[src/rtl/vpi_access_arbiter.sv]
// rtl/vpi_access_arbiter.sv - round-robin sequencer sharing one backdoor value-access channel
module vpi_access_arbiter #(
  parameter int NUM_REQ  = 4,
  parameter int HANDLE_W = 16,
  parameter int DATA_W   = 32,
  parameter int TIMEOUT  = 255
) (
  input  logic                         clk,
  input  logic                         rst_n,
  input  logic [NUM_REQ-1:0]           req_valid,
  output logic [NUM_REQ-1:0]           req_ready,
  input  logic [NUM_REQ-1:0]           req_put,
  input  logic [NUM_REQ*HANDLE_W-1:0]  req_handle,
  input  logic [NUM_REQ*DATA_W-1:0]    req_value,
  output logic [NUM_REQ-1:0]           rsp_valid,
  output logic [DATA_W-1:0]            rsp_value,
  output logic [1:0]                   rsp_status,
  output logic                         acc_valid,
  input  logic                         acc_ready,
  output logic                         acc_put,
  output logic [HANDLE_W-1:0]          acc_handle,
  output logic [DATA_W-1:0]            acc_value,
  input  logic                         acc_rsp_valid,
  input  logic [DATA_W-1:0]            acc_rsp_value,
  input  logic                         acc_rsp_error,
  output logic                         busy
);

  localparam int PTR_W = (NUM_REQ > 1) ? $clog2(NUM_REQ) : 1;

  localparam logic [1:0] S_IDLE  = 2'd0;
  localparam logic [1:0] S_ISSUE = 2'd1;
  localparam logic [1:0] S_WAIT  = 2'd2;
  localparam logic [1:0] S_RESP  = 2'd3;

  localparam logic [1:0] ST_OK      = 2'd0;
  localparam logic [1:0] ST_ERROR   = 2'd1;
  localparam logic [1:0] ST_TIMEOUT = 2'd2;

  localparam logic [15:0]      TIMEOUT_C = 16'(TIMEOUT);
  localparam logic [PTR_W-1:0] LAST_IDX  = PTR_W'(NUM_REQ - 1);

  logic [1:0]          state;
  logic [PTR_W-1:0]    rr_ptr;
  logic [PTR_W-1:0]    grant_q;
  logic [15:0]         timer;
  logic                acc_put_q;
  logic [HANDLE_W-1:0] acc_handle_q;
  logic [DATA_W-1:0]   acc_value_q;
  logic [DATA_W-1:0]   rsp_value_q;
  logic [1:0]          rsp_status_q;

  logic                any_req;
  logic [PTR_W-1:0]    grant_idx;
  logic [PTR_W-1:0]    next_ptr;
  logic [PTR_W:0]      cand;
  logic                timer_expired;

  // Round-robin search: first valid requester at or after rr_ptr, wrapping.
  always_comb begin
    any_req   = 1'b0;
    grant_idx = '0;
    cand      = '0;
    for (int i = 0; i < NUM_REQ; i++) begin
      cand = {1'b0, rr_ptr} + (PTR_W + 1)'(i);
      if (cand >= (PTR_W + 1)'(NUM_REQ)) begin
        cand = cand - (PTR_W + 1)'(NUM_REQ);
      end
      if (!any_req && req_valid[cand[PTR_W-1:0]]) begin
        any_req   = 1'b1;
        grant_idx = cand[PTR_W-1:0];
      end
    end
  end

  assign next_ptr      = (grant_idx == LAST_IDX) ? '0 : grant_idx + PTR_W'(1);
  assign timer_expired = (timer == TIMEOUT_C);

  // Strobes are gated by rst_n so an access is abandoned on the very first reset cycle.
  assign req_ready  = (rst_n && state == S_IDLE && any_req) ? (NUM_REQ'(1) << grant_idx) : '0;
  assign rsp_valid  = (rst_n && state == S_RESP) ? (NUM_REQ'(1) << grant_q) : '0;
  assign acc_valid  = rst_n && (state == S_ISSUE);
  assign busy       = rst_n && (state != S_IDLE);
  assign acc_put    = acc_put_q;
  assign acc_handle = acc_handle_q;
  assign acc_value  = acc_value_q;
  assign rsp_value  = rsp_value_q;
  assign rsp_status = rsp_status_q;

  // Sequencer: grant, issue, wait for response or expiry, report, return to idle.
  always_ff @(posedge clk) begin
    if (!rst_n) begin
      state        <= S_IDLE;
      rr_ptr       <= '0;
      grant_q      <= '0;
      timer        <= '0;
      acc_put_q    <= 1'b0;
      acc_handle_q <= '0;
      acc_value_q  <= '0;
      rsp_value_q  <= '0;
      rsp_status_q <= ST_OK;
    end else begin
      case (state)
        S_IDLE: begin
          if (any_req) begin
            state        <= S_ISSUE;
            grant_q      <= grant_idx;
            rr_ptr       <= next_ptr;
            acc_put_q    <= req_put[grant_idx];
            acc_handle_q <= req_handle[grant_idx*HANDLE_W +: HANDLE_W];
            acc_value_q  <= req_value[grant_idx*DATA_W +: DATA_W];
            timer        <= '0;
          end
        end
        S_ISSUE: begin
          // Expiry here withdraws acc_valid; anything the channel returns later is ignored.
          if (timer_expired) begin
            state        <= S_RESP;
            rsp_status_q <= ST_TIMEOUT;
            rsp_value_q  <= '0;
          end else begin
            timer <= timer + 16'd1;
            if (acc_ready) begin
              state <= S_WAIT;
            end
          end
        end
        S_WAIT: begin
          // A response arriving on the expiry cycle still counts as a real response.
          if (acc_rsp_valid) begin
            state        <= S_RESP;
            rsp_status_q <= acc_rsp_error ? ST_ERROR : ST_OK;
            rsp_value_q  <= (acc_rsp_error || acc_put_q) ? '0 : acc_rsp_value;
          end else if (timer_expired) begin
            state        <= S_RESP;
            rsp_status_q <= ST_TIMEOUT;
            rsp_value_q  <= '0;
          end else begin
            timer <= timer + 16'd1;
          end
        end
        default: begin
          state <= S_IDLE;
        end
      endcase
    end
  end

endmodule

[config.mk]
export PLATFORM = sky130hd
export DESIGN_NAME = vpi_access_arbiter
export DESIGN_NICKNAME = d
export VERILOG_FILES = /design/src/rtl/vpi_access_arbiter.sv
export SDC_FILE = /design/constraint.sdc
export NUM_CORES = 1
export LEC_CHECK = 0
export CAP_MARGIN = 20
export CORE_AREA = 2 2 130 132
export CTS_CLUSTER_SIZE = 12
export DETAILED_ROUTE_END_ITERATION = 8
export DIE_AREA = 0 0 132 134
export HOLD_SLACK_MARGIN = 0.1
export PLACE_DENSITY_LB_ADDON = 0.05
export SYNTH_ARGS = -nofsm -noshare
export SYNTH_HDL_FRONTEND = slang
export SYNTH_SLANG_ARGS = --single-unit
[constraint.sdc]
create_clock -name clk -period 2.6 [get_ports clk]
set_input_delay 0.26 -clock clk [delete_from_list [all_inputs] [get_ports clk]]
set_output_delay 0.26 -clock clk [all_outputs]
set_load 0.05 [all_outputs]
==> flow_summary.json <==
{
  "syn_area_sq_mm": 0.005366,
  "fillers": 1446,
  "r2r-start": "state[0]$_SDFFE_PN0P_",
  "startpoint": "rr_ptr[1]$_SDFFE_PN0P_",
  "power.internal_mw": 4.573,
  "rows": 47,
  "power.share.sequential_pct": 27.2,
  "start_kind": "register",
  "drive_gt1_share_pct": 8.506,
  "hp-start": "acc_value[19]$_SDFFE_PN0P_",
  "required_ns": 2.34,
  "power_switching_mw": 3.761,
  "postSynthNetCount": 800,
  "synthDistinctLibCells": 47,
  "cts_tree": "built",
  "routed_via_density": 4.994,
  "syn2layout_area_growth_pct": 73.09,
  "final_hold_viol_count": 0,
  "holdPathStages": 2,
  "ys_ff_latch": 105,
  "coreArea_sq_mm": 0.01629,
  "dp.final_hpwl_mm": 15.75,
  "crit_type": "register to primary output",
  "p_leak_nw": 3.436,
  "setup_slack_ns": 0.1810,
  "setup_viol": 0,
  "min_period_over_period_pct": 93.04,
  "grt_max_degree": 56,
  "max_freq_ghz": 0.4134,
  "track_usage_pct": 22.41,
  "diodes": 0,
  "max_slew_margin_pct": 55.98,
  "syn_area_per_cell_sq_um": 9.669,
  "holdBufCountCts": 0,
  "p_per_area_mw_per_mm2": 897.2,
  "synth-adder-area-share_pct": 1.865,
  "synth_compound_area_share_pct": 18.35,
  "clk_pin_slew_ns": 0.08,
  "crit_path_end_kind": "primary output",
  "synthSimpleGateAreaFrac_pct": 13.29,
  "synthFlopType": "dfxtp_1",
  "htree_levels": 3,
  "yosysWarnings": 0,
  "maxCapViolations": 0,
  "gp_congestion": 0.8522,
  "max-clock-path-buffers": 2,
  "ir_drop_uv": 382.3,
  "status": "completed",
  "worstPathMaxFanout": 6,
  "ys_top_cells_by_area": "dfxtp_1 39%, mux2i_1 19%, o221ai_1 6.4%",
  "comb_power_share_pct": 56.0,
  "yosysTopAreaCell": "dfxtp_1",
  "totalWireLength_mm": 20.15,
  "fp.dieH_um": 134,
  "cts_made_buffers": 9,
  "synth_top_area_share_pct": 39.17,
  "io_buffers": 329,
  "syn_inst": 555,
  "grt_pass1_vias": 5370,
  "start_util_pct": 32.94,
  "cts.sinks": 105,
  "seq_area_frac_synth_pct": 39.17,
  "wire_per_inst_um": 18.49,
  "die_w_um": 132,
  "drtIter0Drc": 201,
  "synthMostInstantiatedCell": "dfxtp_1",
  "vias": 5443,
  "clock_power_share_pct": 16.8,
  "firstDrtPassIters": 4,
  "grt_pass1_wl_mm": 31.27,
  "synth_xor_area_share_pct": 1.795,
  "die_area_sq_mm": 0.01769,
  "antenna_left": 0,
  "min_path_type": "register to register",
  "cts_setup_buffers": 0,
  "synth_common_cells": "105 x dfxtp_1, 103 x mux2i_1, 58 x nor2_1",
  "synth-edff-count": 0,
  "ff2ff_path_depth": 8,
  "fin_crit_ns": 2.419,
  "clock_skew_ns": 0.008862,
  "pre_cts_slack_ns": 0.1886,
  "swShare_pct": 45.13,
  "clk_latency_ns": 0.36,
  "drv_slew": 0,
  "ioPinCount": 330,
  "synthMuxAreaShare_pct": 19.63,
  "synth_top_family_by_area": "multiplexers",
  "rsz0062_at_grt": "false",
  "worstPathArrival_ns": 2.16,
  "grt_overflow": 0,
  "drc_errors": 0,
  "async_flop_share_pct": 0,
  "antenna_found_initial": 0,
  "root_buffer": "clkbuf_16",
  "fin_nets": 1110,
  "worst_pin_slew_ns": 0.6602,
  "ctsResizeCount": 0,
  "tns_ns": 0
}
-- routing by layer --
metal / vias up / global-route usage, % / wire [um]
met2: 208 / 39.12 / 10060
met4: 0 / 7.729 / 446
met3: 26 / 7.294 / 1592
met5: - / 0 / 0
li1: 2670 / - / -
met1: 2539 / 25.83 / 8060
-- logic make-up after synthesis --
| group | Yosys count |
|---|---|
| simple gates | 151 |
| compound gates | 115 |
| mux | 105 |
| flops | 105 |
| buf+inv | 60 |
| xor+xnor | 11 |
| fa+ha+maj | 8 |
-- stage by stage --
step | hold WS, ns | utilization, % | total power [mW] | cell area, sq um | cells
2_1_floorplan | 0.4226 | - | 5.326 | 5366 | 555
3_3_place_gp | 0.4417 | 55.16 | 6.936 | 8985 | 1074
3_5_place_dp | 0.4506 | 55.16 | 7.001 | 8985 | 1074
4_1_cts | 0.4702 | 57.02 | 8.410 | 9289 | 1090
5_1_grt | 0.4817 | 57.02 | 8.753 | 9289 | 1090
6_report | 0.4665 | 57.02 | 8.334 | 9289 | 1090
-- worst paths after layout --
check / end / slack (ns)
worst max-delay path: req_ready[2] / 0.18
worst min-delay path: acc_value[19]$_SDFFE_PN0P_ / 0.47
worst max register to register: timer[13]$_SDFFE_PN0P_ / 0.35
worst min register to register: acc_value[19]$_SDFFE_PN0P_ / 0.47
-- critical path: stages (launching register included) --
cell,delay (ns)
dfxtp_1,0.48
mux2i_1,0.23
nor2_1,0.08
a311oi_4,0.38
inv_1,0.09
ha_1,0.19
and3_1,0.19
buf_12,0.15
-- final cells by class --
class                   instances  area (sq um)  area share, %
clock inverters                 7         78.83         0.8486
repair buffers                345          3588          38.63
flip-flops and latches        105          2102          22.63
inverters                      14         52.55         0.5657
multi-input cells             390          2967          31.94
well taps                     220         275.3          2.963
clock buffers                   9         225.2          2.425
-- layout by cell type, fill, tap and decap left out, types with 2 or more instances in the layout --
master,n
a211oi_1,9
a21oi_1,8
a21oi_2,2
a22oi_1,34
and2_1,2
and3_1,6
and4_1,3
buf_12,16
buf_4,10
clkbuf_16,9
clkdlybuf4s50_1,319
dfxtp_1,105
ha_1,8
inv_1,14
inv_8,4
mux2i_1,103
nand2_1,46
nand2_2,10
nand3_1,8
nand3b_1,3
nand4_1,2
nor2_1,58
nor3_1,3
nor4_1,3
o21ai_0,2
o21ai_1,2
o221ai_1,39
o221ai_2,10
xnor2_1,11
-- power groups by stage --
stage                     registers (mW)  clock network (mW)  logic (mW)
after floorplan                     3.49                   0        1.84
after global placement              2.29                   0        4.65
after detailed placement            2.31                   0        4.69
after CTS                           2.27                1.44        4.70
after global routing                2.32                1.52        4.91
final                               2.27                1.40        4.67
-- state kept, by name (all words and copies together), names as in the netlist --
| signal | flops |
|---|---|
| grant_q | 2 |
| timer | 16 |
| acc_value | 32 |
| rsp_status | 2 |
| rsp_value | 32 |
| state | 2 |
| acc_handle | 16 |
| acc_put | 1 |
| rr_ptr | 2 |
Note: power is estimated with default switching activity, not from simulation.
